<file path="config.mk">
export PLATFORM = sky130hd
export DESIGN_NAME = pc_trace_buf_flat
export DESIGN_NICKNAME = d
export VERILOG_FILES = /design/src/rtl/pc_trace_buf_if.sv /design/src/rtl/pc_trace_buf.sv /design/src/flat_wrapper.sv
export SDC_FILE = /design/constraint.sdc
export NUM_CORES = 1
export LEC_CHECK = 0
export BUFFER_PORTS_ARGS = -buffer_cell sky130_fd_sc_hd__buf_2
export CORE_ASPECT_RATIO = 0.8
export CORE_UTILIZATION = 47
export DETAILED_ROUTE_END_ITERATION = 8
export GPL_ROUTABILITY_DRIVEN = 1
export PLACE_DENSITY_LB_ADDON = 0.1
export SYNTH_ARGS = -nofsm -noshare
export SYNTH_HDL_FRONTEND = slang
export SYNTH_SLANG_ARGS = --single-unit
</file>
<file path="constraint.sdc">
create_clock -name clk -period 5.91 [get_ports clk]
set_input_delay 0.2955 -clock clk [delete_from_list [all_inputs] [get_ports clk]]
set_output_delay 0.2955 -clock clk [all_outputs]
set_load 0.02 [all_outputs]
</file>
<file path="src/rtl/pc_trace_buf_if.sv">
// Read port of the PC trace buffer: valid/ready handshake plus {cycle, pc} head entry.
// master = the trace buffer (producer); slave = the consumer draining it.
interface pc_trace_buf_if #(
  parameter int PC_W  = 32,
  parameter int CYC_W = 16
);
  logic                  rd_valid;
  logic                  rd_ready;
  logic [CYC_W+PC_W-1:0] rd_data;

  modport master (output rd_valid, output rd_data, input  rd_ready);
  modport slave  (input  rd_valid, input  rd_data, output rd_ready);
endinterface

</file>
<file path="src/rtl/pc_trace_buf.sv">
// PC trace buffer: timestamps each PC-update strobe into a FWFT FIFO; a trigger PC freezes capture.
// Optional feature: define PC_TRACE_FILTER_EN to drop captures that repeat the last captured PC.
module pc_trace_buf #(
  parameter int PC_W  = 32,
  parameter int CYC_W = 16,
  parameter int DEPTH = 16
) (
  input  logic                     clk,
  input  logic                     reset,
  input  logic [PC_W-1:0]          pc_in,
  input  logic                     pc_valid,
  input  logic                     arm,
  input  logic                     disarm,
  input  logic                     trig_en,
  input  logic [PC_W-1:0]          trig_pc,
  input  logic                     clr_ovf,
  pc_trace_buf_if.master           rd,
  output logic [$clog2(DEPTH):0]   count,
  output logic                     overflow,
  output logic                     frozen
);

  localparam int AW    = $clog2(DEPTH);
  localparam int CW    = AW + 1;
  localparam int ENT_W = CYC_W + PC_W;

  localparam logic [CW-1:0] FULL_CNT = CW'(DEPTH);

  localparam logic [1:0] ST_IDLE   = 2'd0;
  localparam logic [1:0] ST_RUN    = 2'd1;
  localparam logic [1:0] ST_FROZEN = 2'd2;

  logic [1:0]       state, state_nxt;
  logic [CYC_W-1:0] cyc;
  logic [ENT_W-1:0] mem [DEPTH];
  logic [AW-1:0]    wr_ptr, rd_ptr;
  logic [ENT_W-1:0] hold_q;

  logic filt_ok;
  logic cap_req;
  logic full;
  logic pop;
  logic cap_acc;
  logic cap_drop;
  logic trig_hit;

  // Repeat filter: the "none yet" flag guarantees the first capture after reset.
`ifdef PC_TRACE_FILTER_EN
  logic [PC_W-1:0] last_pc;
  logic            last_none;

  assign filt_ok = last_none || (pc_in != last_pc);

  always_ff @(posedge clk or posedge reset) begin
    if (reset) begin
      last_pc   <= '0;
      last_none <= 1'b1;
    end else if (cap_acc) begin
      last_pc   <= pc_in;
      last_none <= 1'b0;
    end
  end
`else
  assign filt_ok = 1'b1;
`endif

  assign full     = (count == FULL_CNT);
  assign pop      = rd.rd_valid && rd.rd_ready;
  assign cap_req  = (state == ST_RUN) && pc_valid && filt_ok;
  // A same-cycle pop frees the slot the write lands in, so full only blocks without a pop.
  assign cap_acc  = cap_req && (!full || pop);
  assign cap_drop = cap_req && full && !pop;
  assign trig_hit = cap_acc && trig_en && (pc_in == trig_pc);

  always_comb begin
    state_nxt = state;
    case (state)
      ST_IDLE:   if (arm && !disarm) state_nxt = ST_RUN;
      ST_RUN:    if (disarm)         state_nxt = ST_IDLE;
                 else if (trig_hit)  state_nxt = ST_FROZEN;
      ST_FROZEN: if (disarm)         state_nxt = ST_IDLE;
                 else if (arm)       state_nxt = ST_RUN;
      default:                       state_nxt = ST_IDLE;
    endcase
  end

  always_ff @(posedge clk or posedge reset) begin
    if (reset) begin
      state <= ST_IDLE;
      cyc   <= '0;
    end else begin
      state <= state_nxt;
      cyc   <= cyc + CYC_W'(1);
    end
  end

  always_ff @(posedge clk) begin
    if (cap_acc) mem[wr_ptr] <= {cyc, pc_in};
  end

  always_ff @(posedge clk or posedge reset) begin
    if (reset) begin
      wr_ptr   <= '0;
      rd_ptr   <= '0;
      count    <= '0;
      hold_q   <= '0;
      overflow <= 1'b0;
    end else begin
      if (cap_acc) wr_ptr <= wr_ptr + AW'(1);
      if (pop) begin
        rd_ptr <= rd_ptr + AW'(1);
        hold_q <= mem[rd_ptr];
      end
      case ({cap_acc, pop})
        2'b10:   count <= count + CW'(1);
        2'b01:   count <= count - CW'(1);
        default: count <= count;
      endcase
      if (cap_drop)     overflow <= 1'b1;
      else if (clr_ovf) overflow <= 1'b0;
    end
  end

  // Once drained, the output keeps showing the last entry popped.
  assign rd.rd_valid = (count != '0);
  assign rd.rd_data  = rd.rd_valid ? mem[rd_ptr] : hold_q;
  assign frozen      = (state == ST_FROZEN);

endmodule
</file>
<file path="src/flat_wrapper.sv">
// flat-port wrapper written by rule: the top's interface ports become plain ports
module pc_trace_buf_flat 
#(
  parameter int PC_W  = 32,
  parameter int CYC_W = 16,
  parameter int DEPTH = 16
)
  (clk, reset, pc_in, pc_valid, arm, disarm, trig_en, trig_pc, clr_ovf, count, overflow, frozen, rd_rd_valid, rd_rd_data, rd_rd_ready);
  pc_trace_buf_if #(.PC_W(PC_W), .CYC_W(CYC_W)) rd_i ();
  input  logic clk;
  input  logic reset;
  input  logic [PC_W-1:0] pc_in;
  input  logic pc_valid;
  input  logic arm;
  input  logic disarm;
  input  logic trig_en;
  input  logic [PC_W-1:0] trig_pc;
  input  logic clr_ovf;
  output logic [$clog2(DEPTH):0] count;
  output logic overflow;
  output logic frozen;
  output wire logic [$bits(rd_i.rd_valid)-1:0] rd_rd_valid;
  output wire logic [$bits(rd_i.rd_data)-1:0] rd_rd_data;
  input wire logic [$bits(rd_i.rd_ready)-1:0] rd_rd_ready;
  assign rd_rd_valid = rd_i.rd_valid;
  assign rd_rd_data = rd_i.rd_data;
  assign rd_i.rd_ready = rd_rd_ready;
  pc_trace_buf #(.PC_W(PC_W), .CYC_W(CYC_W), .DEPTH(DEPTH)) u_core (.clk(clk), .reset(reset), .pc_in(pc_in), .pc_valid(pc_valid), .arm(arm), .disarm(disarm), .trig_en(trig_en), .trig_pc(trig_pc), .clr_ovf(clr_ovf), .rd(rd_i), .count(count), .overflow(overflow), .frozen(frozen));
endmodule
</file>
# Word level (Yosys, flattened, before mapping)
# Memory sizes are Yosys's and may differ from the RTL's.
# Index checks and enable logic that the tools add are counted.
# classes
mul,0
eq_ne,9
shift,0
div_mod_pow,0
bitwise_logic,0
n_reduce_logical,17
n_mux,12
add_sub_neg,5
magnitude_cmp,0
# op_table
operator,count
48-bit 2-to-1 mux,1
32-bit == test,1
16-bit by 1-bit adder with 16-bit output (second input constant),1
2-bit 2-to-1 mux,5
5-bit one-hot mux with 2 select lines,1
4-bit by 1-bit adder with 4-bit output (second input constant),2
1-bit logical AND,8
2-bit one-hot mux with 3 select lines,1
5-bit by 1-bit adder with 5-bit output (second input constant),1
5-bit == test (second input constant),1
5-bit nonzero test,1
5-bit by 1-bit subtractor with 5-bit output (second input constant),1
2-bit by 1-bit == test with 1-bit output (second input constant),2
2-bit == test (second input constant),2
1-bit 2-to-1 mux,4
2-bit nonzero test,2
1-bit logical NOT,3
3-bit by 2-bit != test with 1-bit output (second input constant),1
3-bit != test (second input constant),1
3-bit AND reduction,1
2-bit logical NOT,1
2-bit by 1-bit != test with 1-bit output (second input constant),1
1-bit logical OR,1
# word_totals
out_inout_bits,56
ram_bits,768
wordCells,51
mem_bits_ro,0
latchBits,0
mem_count,1
input_bits,72
regBits,80
# mem_list
memory,words,word_bits,read_ports,rd_ports_with_merged_regs,wr,line_no,rtl
u_core.mem,16,48,1,0,1,pc_trace_buf.sv:35,logic [ENT_W-1:0] mem [DEPTH];

# Depth between registers and ports, before layout
# Gate-level depths: netlist of the first run.
# logic_depth
word_depth,9
ltp_mapped,11
ltp_nobuf,11

# Worst setup path before layout of the first run
# OpenSTA, ideal clock, no wires.
# synth_path
path_kind,flip-flop to flip-flop
startpoint,reg u_core.count[0]
endpoint,"mem u_core.mem[3][0] in the netlist's numbering, enable pin"
path_buffers,1
slack_ns,0.768
required_ns,5.397
path_stages_with_launch,6
synth_period_minus_slack_ns,5.142
arrival_ns,4.629
setup_time_ns,0.513
path_cell_list,dfrtp_1 nor4_1 a31oi_1 clkbuf_1 nand2_1 nor3_1
# synth_between
elab_chain_cells,6
elab_cells_between_ends,8
cone_classes,eq/ne (1); mux (2); reduce/logical (5)
# synth_lines
element,line_no,rtl
"start, declared",pc_trace_buf.sv:18,"output logic [$clog2(DEPTH):0] count,"
"start signal, assigned",pc_trace_buf.sv:115,2'b10: count <= count + CW'(1);
"start signal, assigned",pc_trace_buf.sv:116,2'b01: count <= count - CW'(1);
"start signal, assigned",pc_trace_buf.sv:117,default: count <= count;
5-bit == test or 5-bit nonzero test (tied branches),"pc_trace_buf.sv:67, pc_trace_buf.sv:125",
1-bit logical NOT or 1-bit logical AND (tied branches),"pc_trace_buf.sv:71, pc_trace_buf.sv:68",
1-bit logical OR (*),pc_trace_buf.sv:71,assign cap_acc = cap_req && (!full || pop);
1-bit logical AND (*),pc_trace_buf.sv:71,
1-bit 2-to-1 mux (*),pc_trace_buf.sv:98,"if (cap_acc) mem[wr_ptr] <= {cyc, pc_in};"
1-bit 2-to-1 mux (implied by the code) (*),pc_trace_buf.sv:98,
"end, declared",pc_trace_buf.sv:35,
# Every way passes the cells marked *; elsewhere a longest branch is shown, timed or not.

# Worst setup path after layout of the first run
# layout_path
startpoint,reg u_core.count[1]
endpoint,reg u_core.count[1]
# layout_between
elab_chain_cells,6
elab_cells_between_ends,12
cone_classes,add/sub (2); eq/ne (3); mux (1); reduce/logical (6)
# layout_lines
element,line_no,rtl
5-bit == test or 5-bit nonzero test (tied branches),"pc_trace_buf.sv:67, pc_trace_buf.sv:125",
1-bit logical NOT or 1-bit logical AND (tied branches),"pc_trace_buf.sv:71, pc_trace_buf.sv:68",
1-bit logical OR,pc_trace_buf.sv:71,
1-bit logical AND,pc_trace_buf.sv:71,
2-bit by 1-bit == test with 1-bit output or 2-bit == test (tied branches),pc_trace_buf.sv:114,"case ({cap_acc, pop})"
5-bit one-hot mux with 2 select lines or 2-bit nonzero test (tied branches),-,
# Several ways; a longest one is shown, not always the timed one.
# A chain may end at the register's enable or synchronous reset.

==> flow_summary.toml, run 1 <==
[power_and_ir_drop]
max-vdd-ir-drop_v = 0.000298
power_density_nw_per_um2 = 455
leakage_nw = 12.4

[worst_hold_path]
whs_path_depth = 1
holdPathEnd = "u_core.mem[13][11]"
hold_class = "in -> reg"
hp-start = "pc_in[11]"

[yosys]
synth_compound_area_share_pct = 0.340
ys_ff_latch = 848
yosysSeqAreaShare_pct = 75.7
syn_nets = 1607
synthTopCellsByArea = "edfxtp_1 70%, mux4_2 16%, dfrtp_1 6.0%"
synth_top_area_share_pct = 69.7
yosys.area.top_type = "edfxtp_1"
yosys_warnings = 0
avgSynthCellArea_um2 = 21.7
netlist_instances = 1527
syn_area_um2 = 33100
synth_top_family_by_area = "multiplexers"
ys_types = 36
synthSimpleGateAreaFrac_pct = 2.78
synth_xor_xnor_area_share_pct = 1.40
synthAdderAreaFrac_pct = 0.302
synthMuxAreaShare_pct = 18.1

[final_layout]
instances_no_fill = 2701
final_common_cell = "edfxtp_1"
mostFrequentLayoutCells = "768 x edfxtp_1, 240 x mux4_2, 164 x nand2_1, 127 x buf_2, 86 x clkbuf_16"
drive_above_1_share_pct = 33.6
fin_nets = 1786
syn_to_final_growth_pct = 14.3

[setup_path]
crit_top_cell = "nand2_1"
r2r-start = "u_core.count[1]"
path_max_fanout = 50
cpPeakStageDelay_ns = 0.98
crit_required_ns = 6.43
start_kind = "flip-flop"
crit_slowest_cell = "nand2_2"
worstPathArrival_ns = 4.52
crit_type = "reg -> reg"
endpoint_kind = "flip-flop"
worstReg2RegEnd = "u_core.count[1]"
critical_path.cell_chain = "nor4_1 > nand2_4 > nand2_2 > nand2_1 > nand2_1 > mux2_2"
rrSetupSlack_ns = 1.91
r2r_cells = 6

[clock_tree]
clk_latency_ns = 0.63
numCtsBuffers = 83
cts_setup_buffers = 0
clock_path_buffers = 3
clkSinkCount = 848
cts-root-buf = "clkbuf_16"
cts_max_level = 3
cts.clk_slew.worst_paths_ns = 0.07
cts_tree = "done"

[timing]
fin_crit_sh_pct = 67.7
hold_viol_final = 0
min_period_ns = 4.00
rsz0062_at_grt = "false"
finalClockSkew_ns = 0.0270
fin_tns_setup_ns = 0
fmax_ghz = 0.250
relSlewSlack_pct = 14.0
setup_viol = 0
maxSlewViolCount = 0
worstMarginPinSlew_ns = 1.28

[die]
dieArea_um2 = 71500
start_util_pct = 47.8
fp.dieH_um = 239
coreArea_um2 = 69300
die_w_um = 299
rows = 86
ios = 128

[global_routing]
grt_use_total_pct = 21.8
grt_overflow = 0
grt_pass1_vias = 15905
antenna_found_initial = 4
grt_pass1_wl_mm = 111
grt_start_max_net_pins = 79

[drt]
vias = 15584
drtIter0Drc = 1409
routed_wl_mm = 75.8
final_antenna_net_count = 0
wl_per_cell_um = 28.1
via_per_inst = 5.77
drt_first_pass_iters = 7
detail_route.drc_violations = 0

[status]
outcome = "complete, no violations"

[place]
dp.cells = 2540
hpwl_mm = 41.7
gp_congestion = 0.733
portBuffers = 127

[job]
max-cap-violations = 0
## worst max-delay path by stage
stage                                start                to  slack, ns  depth (start not counted)
after floorplan            u_core.count[0]  u_core.mem[3][0]       0.77                          5
after global placement     u_core.count[0]   u_core.count[3]       2.00                          6
after detailed placement   u_core.count[1]   u_core.count[1]       1.89                          6
after CTS                 u_core.rd_ptr[0]     rd_rd_data[6]       1.79                          5
after global routing       u_core.count[1]   u_core.count[1]       1.59                          6
final                      u_core.count[1]   u_core.count[1]       1.91                          6
## Yosys cell counts
library cell	n
nor4_1	8
clkbuf_1	32
xnor2_1	18
nand2_1	166
edfxtp_1	768
inv_1	14
a222oi_1	1
or3_1	2
o31ai_1	1
nand4_1	6
mux2_2	50
o21ai_0	4
mux2i_1	1
buf_1	17
and3_1	1
xor2_1	35
and3b_1	1
o311ai_0	1
nand2b_1	3
a32o_1	1
nand3_1	7
nor3_1	7
or4_1	1
buf_6	18
ha_1	8
nand3b_1	1
buf_2	6
nor2b_1	1
nor2_1	19
a31oi_1	1
a41o_1	1
o2bb2ai_1	1
mux4_2	240
o22ai_1	1
dfrtp_1	80
a21oi_1	5
## worst max-delay path, delay by kind of cell, from the launching register on
kind	cells	cell delay, ns
DFF	1	0.44
muxes	1	0.35
and+or+nand+nor	5	3.09
## sequential cells by signal, indices dropped and copies added (netlist names)
signal	flops
u_core.wr_ptr	4
u_core.overflow	1
u_core.count	5
u_core.hold_q	48
u_core.rd_ptr	4
u_core.mem	768
u_core.state	2
u_core.cyc	16
## layer usage
metal | vias up | wire length, µm | global-route usage, % | share of wire, %
li1 | 6605 | - | - | -
met1 | 8421 | 34800 | 33.1 | 46
met2 | 460 | 34700 | 32.6 | 46
met3 | 94 | 5000 | 4.63 | 6.6
met4 | 4 | 1350 | 4.85 | 1.8
met5 | - | 26 | 0 | 0.034
## metrics by stage
| step | utilization [%] | hold WS, ns | worst slack, ns | area [µm²] | total power [mW] |
|---|---|---|---|---|---|
| after floorplan | - | 0.359 | 0.768 | 33100 | 10.7 |
| after global placement | 50.5 | 0.371 | 2.00 | 35000 | 12.1 |
| after detailed placement | 50.5 | 0.370 | 1.89 | 35000 | 12.1 |
| after CTS | 54.6 | 0.0171 | 1.79 | 37800 | 17.5 |
| after global routing | 54.6 | 0.0321 | 1.59 | 37800 | 18.0 |
| final | 54.6 | 0.0558 | 1.91 | 37800 | 17.2 |
## where the power goes
part	switching, mW	internal (mW)
registers	0.501	6.88
clock network	2.20	3.14
logic	2.28	2.21
## kinds of logic (layout without fill, tap and decap cells)
kind of cell | count (synthesis) | in the layout
DFF | 848 | 848
muxes | 291 | 291
and+or+nand+nor | 223 | 223
buffers and inverters | 87 | 336
xor gates and xnor gates | 53 | 53
AOI/OAI and AO/OA | 17 | 17
adders and majority gates | 8 | 8
other | 0 | 1
## timing repair
action,CTS,global route
hold buffers,5,0
endpoints found under the hold margin,30,0
resized for setup,0,0
## cell type report
class                   count  area [µm²]
clock buffers             121        2360
multi-input cells         592        7710
well taps                 924        1160
repair buffers            167        1060
flip-flops and latches    848       25100
clock inverters            34         409
fillers                  5296       31500
diodes                      1        2.50
inverters                  14        55.1
(Power assumes the default switching activity.)
==> inputs of run 2 (changes only) <==
- ABC_AREA: not set -> 1
- clock period: 5.91 -> 4.2 ns (I/O delays scaled with it)
==> flow_summary.toml, run 2 <==
[drt]
wl_per_cell_um = 23.4
detail_route.drc_violations = 0
drtIter0Drc = 2197
routed_wl_mm = 89.9
drt_first_pass_iters = 6
vias = 22194
via_per_inst = 5.78
final_antenna_net_count = 0

[yosys]
syn_nets = 2790
synth_top_area_share_pct = 67.0
avgSynthCellArea_um2 = 12.7
synth_ff_type = "edfxtp_1"
yosys.area.top_type = "edfxtp_1"
ys_ff_latch = 848
syn_area_um2 = 34400
synth_edf_count = 768
synthArstFlopShare_pct = 9.43
netlist_instances = 2710
ys_types = 33
yosys_warnings = 0
yosys-top-cells-count = "768 x edfxtp_1, 535 x nor2_1, 400 x o21ai_0"
synthTopCellsByArea = "edfxtp_1 67%, nor2_1 5.8%, dfrtp_1 5.8%"
yosysMostFrequentCell = "edfxtp_1"
yosysSeqAreaShare_pct = 72.8

[power_and_ir_drop]
power_density_nw_per_um2 = 689
power.total_mw = 27.0
leakage_nw = 13.5
max-vdd-ir-drop_v = 0.000545

[clock_tree]
clk_latency_ns = 0.64
cts_tree = "done"
cts_max_level = 3
clock_path_buffers = 3
clkSinkCount = 848
numCtsBuffers = 84
cts.clk_slew.worst_paths_ns = 0.06
cts-root-buf = "clkbuf_16"
cts_setup_buffers = 0
post_cts_resized = 0

[place]
place_ws_ns = 1.28
dp.cells = 3649
portBuffers = 127
hpwl_mm = 48.5
gp_congestion = 0.796
post_dp_cell_area_um2 = 36000

[final_layout]
syn_to_final_growth_pct = 13.6
final_common_cell = "edfxtp_1"
largest_reg_flops = 768
largestRegisters = "u_core.mem (768), u_core.hold_q (48), u_core.cyc (16)"
mostFrequentLayoutCells = "768 x edfxtp_1, 521 x nor2_1, 400 x o21ai_0, 180 x nand2_1, 127 x buf_2"
fin_area_um2 = 39100
top_register = "u_core.mem"
drive_above_1_share_pct = 12.1
final_util_pct = 54.1
fin_nets = 2900
instances_no_fill = 3837

[timing]
relSlewSlack_pct = 36.1
min_period_ns = 3.55
fin_crit_sh_pct = 84.5
whs_ns = 0.0309
layout_setup_ws_ns = 0.651
finalClockSkew_ns = 0.0236
rsz0062_at_grt = "false"
setup_viol = 0
worstMarginPinSlew_ns = 0.958
fin_tns_setup_ns = 0
maxSlewViolCount = 0
hold_viol_final = 0
fmax_ghz = 0.282

[setup_path]
start_kind = "flip-flop"
path_max_fanout = 51
crit_type = "reg -> out"
crit_slowest_cell = "dfrtp_4"
worstPathArrival_ns = 3.34
crit_top_cell = "nand2_1"
critical_path.cell_chain = "inv_4 > buf_4 > o21ai_0 > o221ai_1 > nand3_1 > nand2_1 > nand2_1 > o21ai_1 > buf_2"
cpPeakStageDelay_ns = 0.64
crit_required_ns = 3.99
endpoint_kind = "output port"

[global_routing]
grt_overflow = 0
grt_pass1_vias = 21046
grt_use_total_pct = 24.1
antenna_found_initial = 1
grt_pass1_wl_mm = 134
grt_start_max_net_pins = 195

[die]
dieArea_um2 = 74400
die_w_um = 305
fp.dieH_um = 244
ios = 128
start_util_pct = 47.6
rows = 88
coreArea_um2 = 72300

[status]
outcome = "complete, no violations"

[job]
max-cap-violations = 0

[worst_hold_path]
hold_class = "in -> reg"
==> run 2: power by group <==
group	leakage (nW)	internal [mW]	switching [mW]
Combinational	4.09	2.74	6.63
Clock	1.37	4.48	3.16
Sequential	8.09	9.69	0.263
==> run 2: final timing paths <==
| kind | endpoint | depth (start not counted) | startpoint | slack, ns |
|---|---|---|---|---|
| setup / recovery | rd_rd_data[29] | 9 | u_core.rd_ptr[1] | 0.65 |
| hold / removal | u_core.mem[0][19] | 1 | pc_in[19] | 0.03 |
| setup reg to reg | u_core.mem[14][35] | 6 | u_core.state[1] | 1.31 |
| hold reg to reg | u_core.hold_q[0] | 2 | u_core.hold_q[0] | 0.52 |
| max in group asynchronous | u_core.hold_q[7] | 4 | reset | 2.92 |
| min in group asynchronous | u_core.cyc[11] | 3 | reset | 0.32 |
==> run 2: metal layers <==
| metal | GRT usage (%) | vias to the layer above | wire [µm] |
|---|---|---|---|
| met5 | 0 | - | 13 |
| met1 | 35.1 | 11187 | 41400 |
| met3 | 4.12 | 128 | 5640 |
| li1 | - | 10166 | - |
| met2 | 37.5 | 711 | 41000 |
| met4 | 6.21 | 2 | 1820 |
==> run 2: logic make-up (layout without fill, tap and decap cells) <==
family / Yosys count / in the layout / synth area share (%)
DFF: 848 / 848 / 72.8
and+or+nand+nor: 804 / 804 / 9.17
AOI/OAI and AO/OA: 743 / 743 / 13.0
buffers and inverters: 278 / 459 / 3.98
xor gates and xnor gates: 29 / 29 / 0.738
adders and majority gates: 8 / 8 / 0.291
other: 0 / 1 / 0
==> run 2: repair_timing <==
item	4_1_cts	5_1_grt
setup endpoints to repair	0	0
hold buffers	30	0
hold endpoints to repair	316	0
==> run 2: final cells by class <==
cell class,count,area (µm²)
multi-input cells,1584,8130
fillers,6006,33200
repair buffers,203,1540
diodes,1,2.50
inverters,99,392
well taps,945,1180
flip-flops and latches,848,25100
clock inverters,52,549
clock buffers,105,2240
==> run 2: critical path: cells and delay by family, from the launching register on <==
family                 cells  cell delay (ns)
and+or+nand+nor            3             0.38
AOI/OAI and AO/OA          3             0.46
DFF                        1             0.64
buffers and inverters      3             1.19
==> inputs of run 3 (changes only) <==
- ABC_AREA: 1 -> 0
- clock period: 4.2 -> 3.6 ns (I/O delays scaled with it)
==> flow_summary.toml, run 3 (synthesis results as in run 1) <==
[worst_hold_path]
hold_class = "in -> reg"

[place]
hpwl_mm = 43.5
post_dp_cell_area_um2 = 35300
portBuffers = 127
gp_congestion = 0.776
place_ws_ns = 0.792

[clock_tree]
cts_tree = "done"
clock_path_buffers = 3
cts_setup_buffers = 0
cts.clk_slew.worst_paths_ns = 0.06
clkSinkCount = 848
clk_latency_ns = 0.62
cts_max_level = 3
numCtsBuffers = 84
post_cts_resized = 0
cts-root-buf = "clkbuf_16"
hold_buffers = 37

[global_routing]
grt_pass1_vias = 16149
grt_start_max_net_pins = 64
grt_pass1_wl_mm = 115
grt_overflow = 0
grt_use_total_pct = 22.7
antenna_found_initial = 3

[timing]
fmax_ghz = 0.293
finalClockSkew_ns = 0.0171
min_period_ns = 3.41
hold_viol_final = 0
whs_ns = 0.112
worstMarginPinSlew_ns = 0.974
rsz0062_at_grt = "false"
setup_viol = 0
layout_setup_ws_ns = 0.186
maxSlewViolCount = 0
fin_crit_sh_pct = 94.8
relSlewSlack_pct = 35.0

[setup_path]
critical_path.cell_chain = "buf_12 > mux4_2 > mux4_2 > mux2_2 > buf_2"
path_max_fanout = 63
crit_family = "multiplexers"
crit_required_ns = 3.42
crit_top_cell = "mux4_2"
crit_type = "reg -> out"
endpoint_kind = "output port"
start_kind = "flip-flop"
crit_slowest_cell = "dfrtp_4"
cpPeakStageDelay_ns = 0.67
crit_buf_inv = 2
worstPathArrival_ns = 3.23

[final_layout]
syn_to_final_growth_pct = 15.3
fin_nets = 1838
final_util_pct = 55.1
fin_area_um2 = 38200
final_common_cell = "edfxtp_1"
largestRegisters = "u_core.mem (768), u_core.hold_q (48), u_core.cyc (16)"
top_register = "u_core.mem"
num-fill-cells = 5319
mostFrequentLayoutCells = "768 x edfxtp_1, 240 x mux4_2, 164 x nand2_1, 127 x buf_2, 85 x clkbuf_16"
drive_above_1_share_pct = 33.1
largest_reg_flops = 768

[drt]
detail_route.drc_violations = 0
drtIter0Drc = 1482
final_antenna_net_count = 0
vias = 15869
wl_per_cell_um = 28.5
routed_wl_mm = 78.3
via_per_inst = 5.77
drt_first_pass_iters = 5

[job]
max-cap-violations = 0

[die]
ios = 128
dieArea_um2 = 71500
fp.dieH_um = 239
die_w_um = 299
start_util_pct = 47.8
coreArea_um2 = 69300
rows = 86

[power_and_ir_drop]
max-vdd-ir-drop_v = 0.000729
leakage_nw = 12.5
power.total_mw = 27.9
power_density_nw_per_um2 = 731

[status]
outcome = "complete, no violations"
==> run 3: worst min-delay path: cells and delay by family <==
family                 cells  cell delay [ns]
AOI/OAI and AO/OA          1             0.27
buffers and inverters      2             0.23
==> run 3: worst paths after layout <==
check | from | endpoint | slack (ns) | cells past startpoint
max in group asynchronous | reset | u_core.hold_q[21] | 2.46 | 4
worst max-delay path | u_core.rd_ptr[1] | rd_rd_data[11] | 0.19 | 5
worst max register to register | u_core.count[0] | u_core.state[0] | 0.43 | 9
min in group asynchronous | reset | u_core.hold_q[36] | 0.26 | 3
worst min register to register | u_core.hold_q[20] | u_core.hold_q[20] | 0.47 | 2
worst min-delay path | rd_rd_ready | u_core.overflow | 0.11 | 3
==> run 3: layer usage <==
| layer | vias up | track usage (%) | wire length (µm) |
|---|---|---|---|
| li1 | 6721 | - | - |
| met1 | 8590 | 33.6 | 35000 |
| met2 | 456 | 35.1 | 36900 |
| met3 | 102 | 3.90 | 4760 |
| met4 | 0 | 6.00 | 1640 |
| met5 | - | 0 | 0 |
==> run 3: metrics by stage <==
stage,instances,TNS [ns]
after floorplan,1527,-118.11
after global placement,2559,0
after detailed placement,2559,0
after CTS,2748,0
after global routing,2748,0
final,2750,0
==> run 3: final cells by class <==
type	instances	area (µm²)	share of cell area [%]
multi-input cells	592	7730	20.3
repair buffers	218	1610	4.22
diodes	2	5.00	0.0131
flip-flops and latches	848	25100	65.7
clock inverters	30	195	0.512
inverters	14	55.1	0.144
clock buffers	122	2330	6.10
well taps	924	1160	3.03
==> run 3: power breakdown <==
| part | internal (mW) | total, mW | switching (mW) |
|---|---|---|---|
| registers | 11.3 | 11.9 | 0.639 |
| clock network | 4.62 | 8.19 | 3.57 |
| logic | 3.73 | 7.75 | 4.02 |
| total | 19.7 | 27.9 | 8.23 |
